<file path="src/rtl/pipe_ctrl_if.sv">
// pipe_ctrl_if: hazard/stall control bundle between pipeline and pipe_ctrl.
// master = pipeline side (drives requests), slave = pipe_ctrl.
interface pipe_ctrl_if;
  logic        stallreq_id;
  logic        ex_start;
  logic [5:0]  ex_cycles;
  logic        flush_req;
  logic [5:0]  stall;
  logic        flush;
  logic        ex_busy;
  logic        ex_done;
  logic [31:0] perf_stall_cnt;

  modport master (
    output stallreq_id, ex_start, ex_cycles, flush_req,
    input  stall, flush, ex_busy, ex_done, perf_stall_cnt
  );

  modport slave (
    input  stallreq_id, ex_start, ex_cycles, flush_req,
    output stall, flush, ex_busy, ex_done, perf_stall_cnt
  );
endinterface

</file>
<file path="src/rtl/pipe_ctrl.sv">
// pipe_ctrl: stall/flush FSM (IDLE/EXEC/DONE/FLUSH); ports clk, rst (async low),
// bus (slave: requests in; stall/flush/ex_busy/ex_done/perf out). PIPE_CTRL_PERF_EN adds stall counter.
module pipe_ctrl (
  input  logic        clk,
  input  logic        rst,
  pipe_ctrl_if.slave  bus
);

  typedef enum logic [1:0] {
    IDLE,
    EXEC,
    DONE,
    FLUSH
  } state_t;

  state_t     state, state_nx;
  logic [5:0] cnt, cnt_nx;
  logic [5:0] n_eff;
  logic       hold_ex;
  logic       hold_id;
  logic [5:0] stall_w;

  // A zero-length op still occupies EX for one cycle.
  assign n_eff = (bus.ex_cycles == 6'd0) ? 6'd1 : bus.ex_cycles;

  always_ff @(posedge clk or negedge rst) begin
    if (!rst) begin
      state <= IDLE;
      cnt   <= 6'd0;
    end else begin
      state <= state_nx;
      cnt   <= cnt_nx;
    end
  end

  always_comb begin
    state_nx = state;
    cnt_nx   = cnt;
    hold_ex  = 1'b0;
    hold_id  = 1'b0;
    unique case (state)
      IDLE, DONE: begin
        if (bus.flush_req) begin
          state_nx = FLUSH;
          cnt_nx   = 6'd0;
        end else if (bus.ex_start) begin
          hold_ex = 1'b1;
          if (n_eff == 6'd1) begin
            state_nx = DONE;
            cnt_nx   = 6'd0;
          end else begin
            state_nx = EXEC;
            cnt_nx   = n_eff - 6'd1;
          end
        end else begin
          hold_id  = bus.stallreq_id;
          state_nx = IDLE;
        end
      end
      EXEC: begin
        if (bus.flush_req) begin
          state_nx = FLUSH;
          cnt_nx   = 6'd0;
        end else begin
          hold_ex = 1'b1;
          cnt_nx  = cnt - 6'd1;
          if (cnt == 6'd1) begin
            state_nx = DONE;
          end
        end
      end
      FLUSH: begin
        cnt_nx   = 6'd0;
        state_nx = bus.flush_req ? FLUSH : IDLE;
      end
      default: begin
        state_nx = IDLE;
        cnt_nx   = 6'd0;
      end
    endcase
  end

  // Outputs are gated by rst so they read zero the moment reset asserts.
  always_comb begin
    stall_w = 6'b000000;
    if (rst) begin
      if (hold_ex) begin
        stall_w = 6'b001111;
      end else if (hold_id) begin
        stall_w = 6'b000111;
      end
    end
  end

  assign bus.stall   = stall_w;
  assign bus.flush   = (state == FLUSH);
  assign bus.ex_done = (state == DONE);
  assign bus.ex_busy = rst & ((state == EXEC) |
                       (((state == IDLE) | (state == DONE)) &
                        bus.ex_start & ~bus.flush_req));

`ifdef PIPE_CTRL_PERF_EN
  logic [31:0] perf_cnt;

  always_ff @(posedge clk or negedge rst) begin
    if (!rst) begin
      perf_cnt <= 32'h0000_0000;
    end else if ((|stall_w) && (perf_cnt != 32'hFFFF_FFFF)) begin
      perf_cnt <= perf_cnt + 32'd1;
    end
  end

  assign bus.perf_stall_cnt = perf_cnt;
`else
  assign bus.perf_stall_cnt = 32'h0000_0000;
`endif

endmodule

</file>
<file path="src/flat_wrapper.sv">
// flat-port wrapper written by rule: the top's interface ports become plain ports
module pipe_ctrl_flat 
  (clk, rst, bus_stallreq_id, bus_ex_start, bus_ex_cycles, bus_flush_req, bus_stall, bus_flush, bus_ex_busy, bus_ex_done, bus_perf_stall_cnt);
  pipe_ctrl_if bus_i ();
  input  logic clk;
  input  logic rst;
  input wire logic [$bits(bus_i.stallreq_id)-1:0] bus_stallreq_id;
  input wire logic [$bits(bus_i.ex_start)-1:0] bus_ex_start;
  input wire logic [$bits(bus_i.ex_cycles)-1:0] bus_ex_cycles;
  input wire logic [$bits(bus_i.flush_req)-1:0] bus_flush_req;
  output wire logic [$bits(bus_i.stall)-1:0] bus_stall;
  output wire logic [$bits(bus_i.flush)-1:0] bus_flush;
  output wire logic [$bits(bus_i.ex_busy)-1:0] bus_ex_busy;
  output wire logic [$bits(bus_i.ex_done)-1:0] bus_ex_done;
  output wire logic [$bits(bus_i.perf_stall_cnt)-1:0] bus_perf_stall_cnt;
  assign bus_i.stallreq_id = bus_stallreq_id;
  assign bus_i.ex_start = bus_ex_start;
  assign bus_i.ex_cycles = bus_ex_cycles;
  assign bus_i.flush_req = bus_flush_req;
  assign bus_stall = bus_i.stall;
  assign bus_flush = bus_i.flush;
  assign bus_ex_busy = bus_i.ex_busy;
  assign bus_ex_done = bus_i.ex_done;
  assign bus_perf_stall_cnt = bus_i.perf_stall_cnt;
  pipe_ctrl u_core (.clk(clk), .rst(rst), .bus(bus_i));
endmodule
</file>
<file path="config.mk">
export PLATFORM = sky130hd
export DESIGN_NAME = pipe_ctrl_flat
export DESIGN_NICKNAME = d
export VERILOG_FILES = /design/src/rtl/pipe_ctrl_if.sv /design/src/rtl/pipe_ctrl.sv /design/src/flat_wrapper.sv
export SDC_FILE = /design/constraint.sdc
export NUM_CORES = 1
export LEC_CHECK = 0
export BUFFER_PORTS_ARGS = -buffer_cell sky130_fd_sc_hd__buf_2
export CAP_MARGIN = 30
export CORE_UTILIZATION = 44
export CTS_CLUSTER_SIZE = 10
export DETAILED_ROUTE_END_ITERATION = 10
export PLACE_DENSITY = 0.8
export REMOVE_ABC_BUFFERS = 1
export SLEW_MARGIN = 20
export SYNTH_ARGS = -nofsm -noshare
export SYNTH_HDL_FRONTEND = slang
export SYNTH_SLANG_ARGS = --single-unit
</file>
<file path="constraint.sdc">
create_clock -name clk -period 2.25 [get_ports clk]
set_clock_uncertainty 0.15 [all_clocks]
set_input_delay 0.45 -clock clk [delete_from_list [all_inputs] [get_ports clk]]
set_output_delay 0.45 -clock clk [all_outputs]
set_load 0.02 [all_outputs]
</file>
Word level (Yosys, flattened, before mapping):

Index checks and enable logic that the tools add are counted.

* add/subtract/negate cells: 2
* equality and inequality tests: 7
* muxes and demuxes: 23
* bitwise gates (word level): 6
* reduce and logical (&&, ||, !) cells: 3

Operators with widths (number)
* 6-bit two-way mux: 7
* 6-bit case mux with 3 select lines: 1
* 6-bit by 1-bit equality test with 1-bit output (second input constant): 2
* 2-bit two-way mux: 6
* 6-bit by 1-bit subtractor with 6-bit output (second input constant): 2
* 6-bit zero test: 1
* 1-bit two-way mux: 6
* 2-bit case mux with 3 select lines: 1
* 2-bit equality test (second input constant): 2
* 1-bit AND: 3
* 3-bit two-way mux: 1
* 3-bit by 2-bit inequality test with 1-bit output (second input constant): 1
* 3-bit inequality test (second input constant): 1
* 2-bit by 1-bit equality test with 1-bit output (second input constant): 1
* 2-bit zero test: 1
* 1-bit OR: 2
* 1-bit case mux with 2 select lines: 1
* 2-bit OR reduction: 1
* 1-bit NOT: 1

* flip-flop bits (word level): 8
* word-level logic and storage cells: 43

Longest topological paths before layout:

* depth after elaboration: 7
* depth in mapped cells: 7

Worst setup path after synthesis:

Ideal clock, no wire load.

* path type: flip-flop to output port
* start point: register u_core.state[0]
* end point: output port bus_stall[1]
* data arrival time: 1764 ps
* slack: -114 ps
* stages on the path, launching flop included: 6
* cells stage by stage: dfrtp_1 -> and2b_2 -> nor2_1 -> nor3b_1 -> a31o_2 -> buf_4

* word-level cells in the longest chain between the ends: 6

Ends and longest elaborated chain
* start, declared: RTL line pipe_ctrl.sv:16 `state_t state, state_nx;`
* start signal, assigned: RTL line pipe_ctrl.sv:31 `state <= state_nx;`
* 2-bit equality test / 2-bit zero test (equally long branches): RTL line pipe_ctrl.sv:41 `unique case (state)`
* 2-bit OR reduction: RTL line pipe_ctrl.sv:41
* 1-bit two-way mux: RTL line pipe_ctrl.sv:41
* 3-bit two-way mux: RTL line pipe_ctrl.sv:89 `end else if (hold_id) begin`
* 6-bit two-way mux (*): RTL line pipe_ctrl.sv:87 `if (hold_ex) begin`
* 6-bit two-way mux (*): RTL line pipe_ctrl.sv:86 `if (rst) begin`
* end, declared: RTL line flat_wrapper.sv:11 `output wire logic [$bits(bus_i.stall)-1:0] bus_stall;`

Mark *: on every way between the ends. The rest lies on a longest branch, timed or not.

Final worst setup path:

Same ends and word-level chain as after synthesis.

==> results_dict.tcl <==
set metrics [dict create \
    status "completed" \
    cap_violations 0 \
    crit_path_start_kind "register" \
    viasPerCell 4.834 \
    swShare_pct 43.37 \
    min_period_over_period_pct 93.92 \
    fin_nets 147 \
    ys_ff_latch 8 \
    grtUsageMet3_pct 6.792 \
    yosysWarnings 0 \
    grt_usage_pct 15.57 \
    cts_tree "yes" \
    vias 759 \
    yosysTopAreaCell "buf_4" \
    drive_gt1_share_pct 23.08 \
    drt_wl_total_um 1660 \
    p_clk_share_pct 21.0 \
    ios 52 \
    finalInstanceArea_um2 934.6 \
    numClockSinks 8 \
    placed_area_um2 897.1 \
    slowest_stage "dfrtp_1" \
    hold_path.class "input port to register" \
    root_buffer "clkbuf_4" \
    core_um2 1982 \
    cp_slowest_stage_delay_ns 0.42 \
    fin_tns_setup_ns 0 \
    cts_made_buffers 3 \
    worst_ir_drop_vdd_mv 0.3388 \
    cp_cell_sequence "and2b_2 -> nor2_1 -> nor3b_2 -> a31o_2 -> buf_2" \
    p_comb_share_pct 43.9 \
    busiest_layer "met2" \
    synth.top_cells.by_area "buf_4, dfrtp_1, ha_1" \
    rsz0062_at_grt "false" \
    synth_cell_types 36 \
    first_global_vias 576 \
    clk_pin_slew_ns 0.06 \
    period_minus_slack_ns 2.113 \
    portBuffers 17 \
    crit_path_end_kind "primary output" \
    ys_seq_area_share_pct 21.56 \
    ff2ff_setup_slack_ns 0.62 \
    antenna_left 0 \
    whs_ns 0.3261 \
    dp_cells 153 \
    rows 16 \
    grtUsageMet2_pct 28.65 \
    areaGrowthSynthToFinish_pct 0.6739 \
    dieArea_um2 2298 \
    cp_max_fo 8 \
    powerDensity_nw_per_um2 576.2 \
    start_util_pct 46.84 \
    final_util_pct 47.16 \
    switchingPower_mw 0.2335 \
    antenna_cells 0 \
    hpwl_um 1279 \
    antenna_found_initial 0 \
    timing.fmax_ghz 0.4732 \
    clock_latency_ns 0.26 \
    cts_max_path_buffers 2 \
    synthCells 112 \
    wl_per_cell_um 10.57 \
    worst-setup-path-type "register to primary output" \
    gp_congestion 0.8724 \
    synth_top_area_share_pct 29.11 \
    nFillCells 202 \
    drc 0 \
    cp_data_required_time_ns 1.65 \
    grt.overflow.total 0 \
    grt_max_degree 11 \
    synth-edff-count 0 \
    drt_first_pass_iters 5 \
    crit_arrival_ns 1.51 \
    seq_power_share_pct 35.1 \
    final_hold_viol_count 0 \
    cts_setup_buffers 0 \
    drtIter0Drc 79 \
    synth_flop_cell "dfrtp_1" \
    htreeDepth 1 \
    grt_util_met1_pct 17.65 \
    fin_cells 157 \
    fp.dieW_um 47.94 \
    total_leakage_power_nw 0.4900 \
    p_int_mw 0.3050 \
    slew_violations 0 \
    synth_area_um2 928.4 \
    async_flop_share_pct 100.0 \
    die_h_um 47.94 \
    avgSynthCellArea_um2 8.289 \
    grt_pass1_wl_um 2428 \
    setup-violations-final 0 \
]
[cells in the mapped netlist, types with 2 or more instances]
| master | n |
|---|---|
| nor3b_1 | 2 |
| buf_4 | 36 |
| nor2_1 | 7 |
| nand2_1 | 5 |
| inv_1 | 5 |
| a21oi_1 | 8 |
| o21ai_0 | 5 |
| dfrtp_1 | 8 |
| a32oi_1 | 2 |
| and2b_2 | 3 |
| o21ai_1 | 2 |
| ha_1 | 4 |
| nor3_1 | 2 |
[final cells by class]
class                           count  area, µm²  area share (%)
Clock buffer                        3      22.52           2.410
Tap cell                           27      33.78           3.614
Sequential cell                     8      200.2           21.42
Inverter                            5      18.77           2.008
Multi-Input combinational cell     95      556.8           59.57
Timing Repair Buffer               19      102.6           10.98
[placed cells by master, fill, tap and decap left out, types with 2 or more instances in the layout]
master,n
o21ai_0,5
nor2_1,7
inv_1,5
a32oi_1,2
nand2_1,5
ha_1,4
clkbuf_4,3
dfrtp_1,8
buf_2,17
a21oi_1,8
o21ai_1,2
nor3_1,2
and2b_2,3
conb_1,34
[timing repair]
action,in CTS,in global routing
gates resized for setup,0,1
hold endpoints to repair,8,0
setup endpoints to repair,0,4
hold buffers,1,0
[stage by stage]
step / worst slack, ns / power [mW]
2_1_floorplan: -0.07805 / 0.3580
3_3_place_gp: 0.1664 / 0.4126
3_5_place_dp: 0.1120 / 0.4169
4_1_cts: 0.01625 / 0.5359
5_1_grt: 0.02979 / 0.5806
6_report: 0.1369 / 0.5385
[critical path: cells and delay by family, from the launching register on]
family / cells / cell delay (ns)
DFF: 1 / 0.42
AOI/OAI and AO/OA: 1 / 0.15
and+or+nand+nor: 3 / 0.52
buffers and inverters: 1 / 0.16
[registers in the layout, indices dropped and copies added, names as in the netlist]
signal / count
u_core.cnt: 6
u_core.state: 2
[final timing paths]
check                                                  from                          end  cells after the start
worst max-delay path            u_core.state[0]$_DFFE_PN0P_                 bus_stall[1]                      5
worst min-delay path                          bus_flush_req  u_core.state[0]$_DFFE_PN0P_                      2
worst max register to register    u_core.cnt[0]$_DFFE_PN0P_    u_core.cnt[5]$_DFFE_PN0P_                      4
worst min register to register    u_core.cnt[5]$_DFFE_PN0P_    u_core.cnt[5]$_DFFE_PN0P_                      1
max in group asynchronous                               rst    u_core.cnt[3]$_DFFE_PN0P_                      2
min in group asynchronous                               rst  u_core.state[0]$_DFFE_PN0P_                      2
[power by group through the flow]
| stage | logic (mW) | clock network [mW] | registers [mW] |
|---|---|---|---|
| CTS | 0.230 | 0.118 | 0.188 |
| global route | 0.262 | 0.125 | 0.193 |
| floorplan | 0.172 | 0 | 0.186 |
| finish | 0.237 | 0.113 | 0.189 |
| detailed placement | 0.226 | 0 | 0.191 |
| global placement | 0.222 | 0 | 0.190 |
[routing by layer]
metal	vias up	wire [µm]
met5	-	0
li1	354	-
met4	0	14
met2	50	809
met3	4	154
met1	351	680
[cell families (layout without fill, tap and decap cells)]
logic type | Yosys count | after routing | share of synthesized area [%]
compound gates | 26 | 26 | 17.93
xor+xnor | 2 | 2 | 1.887
fa+ha+maj | 4 | 4 | 5.391
buf+inv | 42 | 27 | 32.35
flops | 8 | 8 | 21.56
mux | 1 | 1 | 1.078
other cells | 1 | 34 | 0.4039
simple gates | 28 | 28 | 19.41
(Power assumes the default switching activity.)
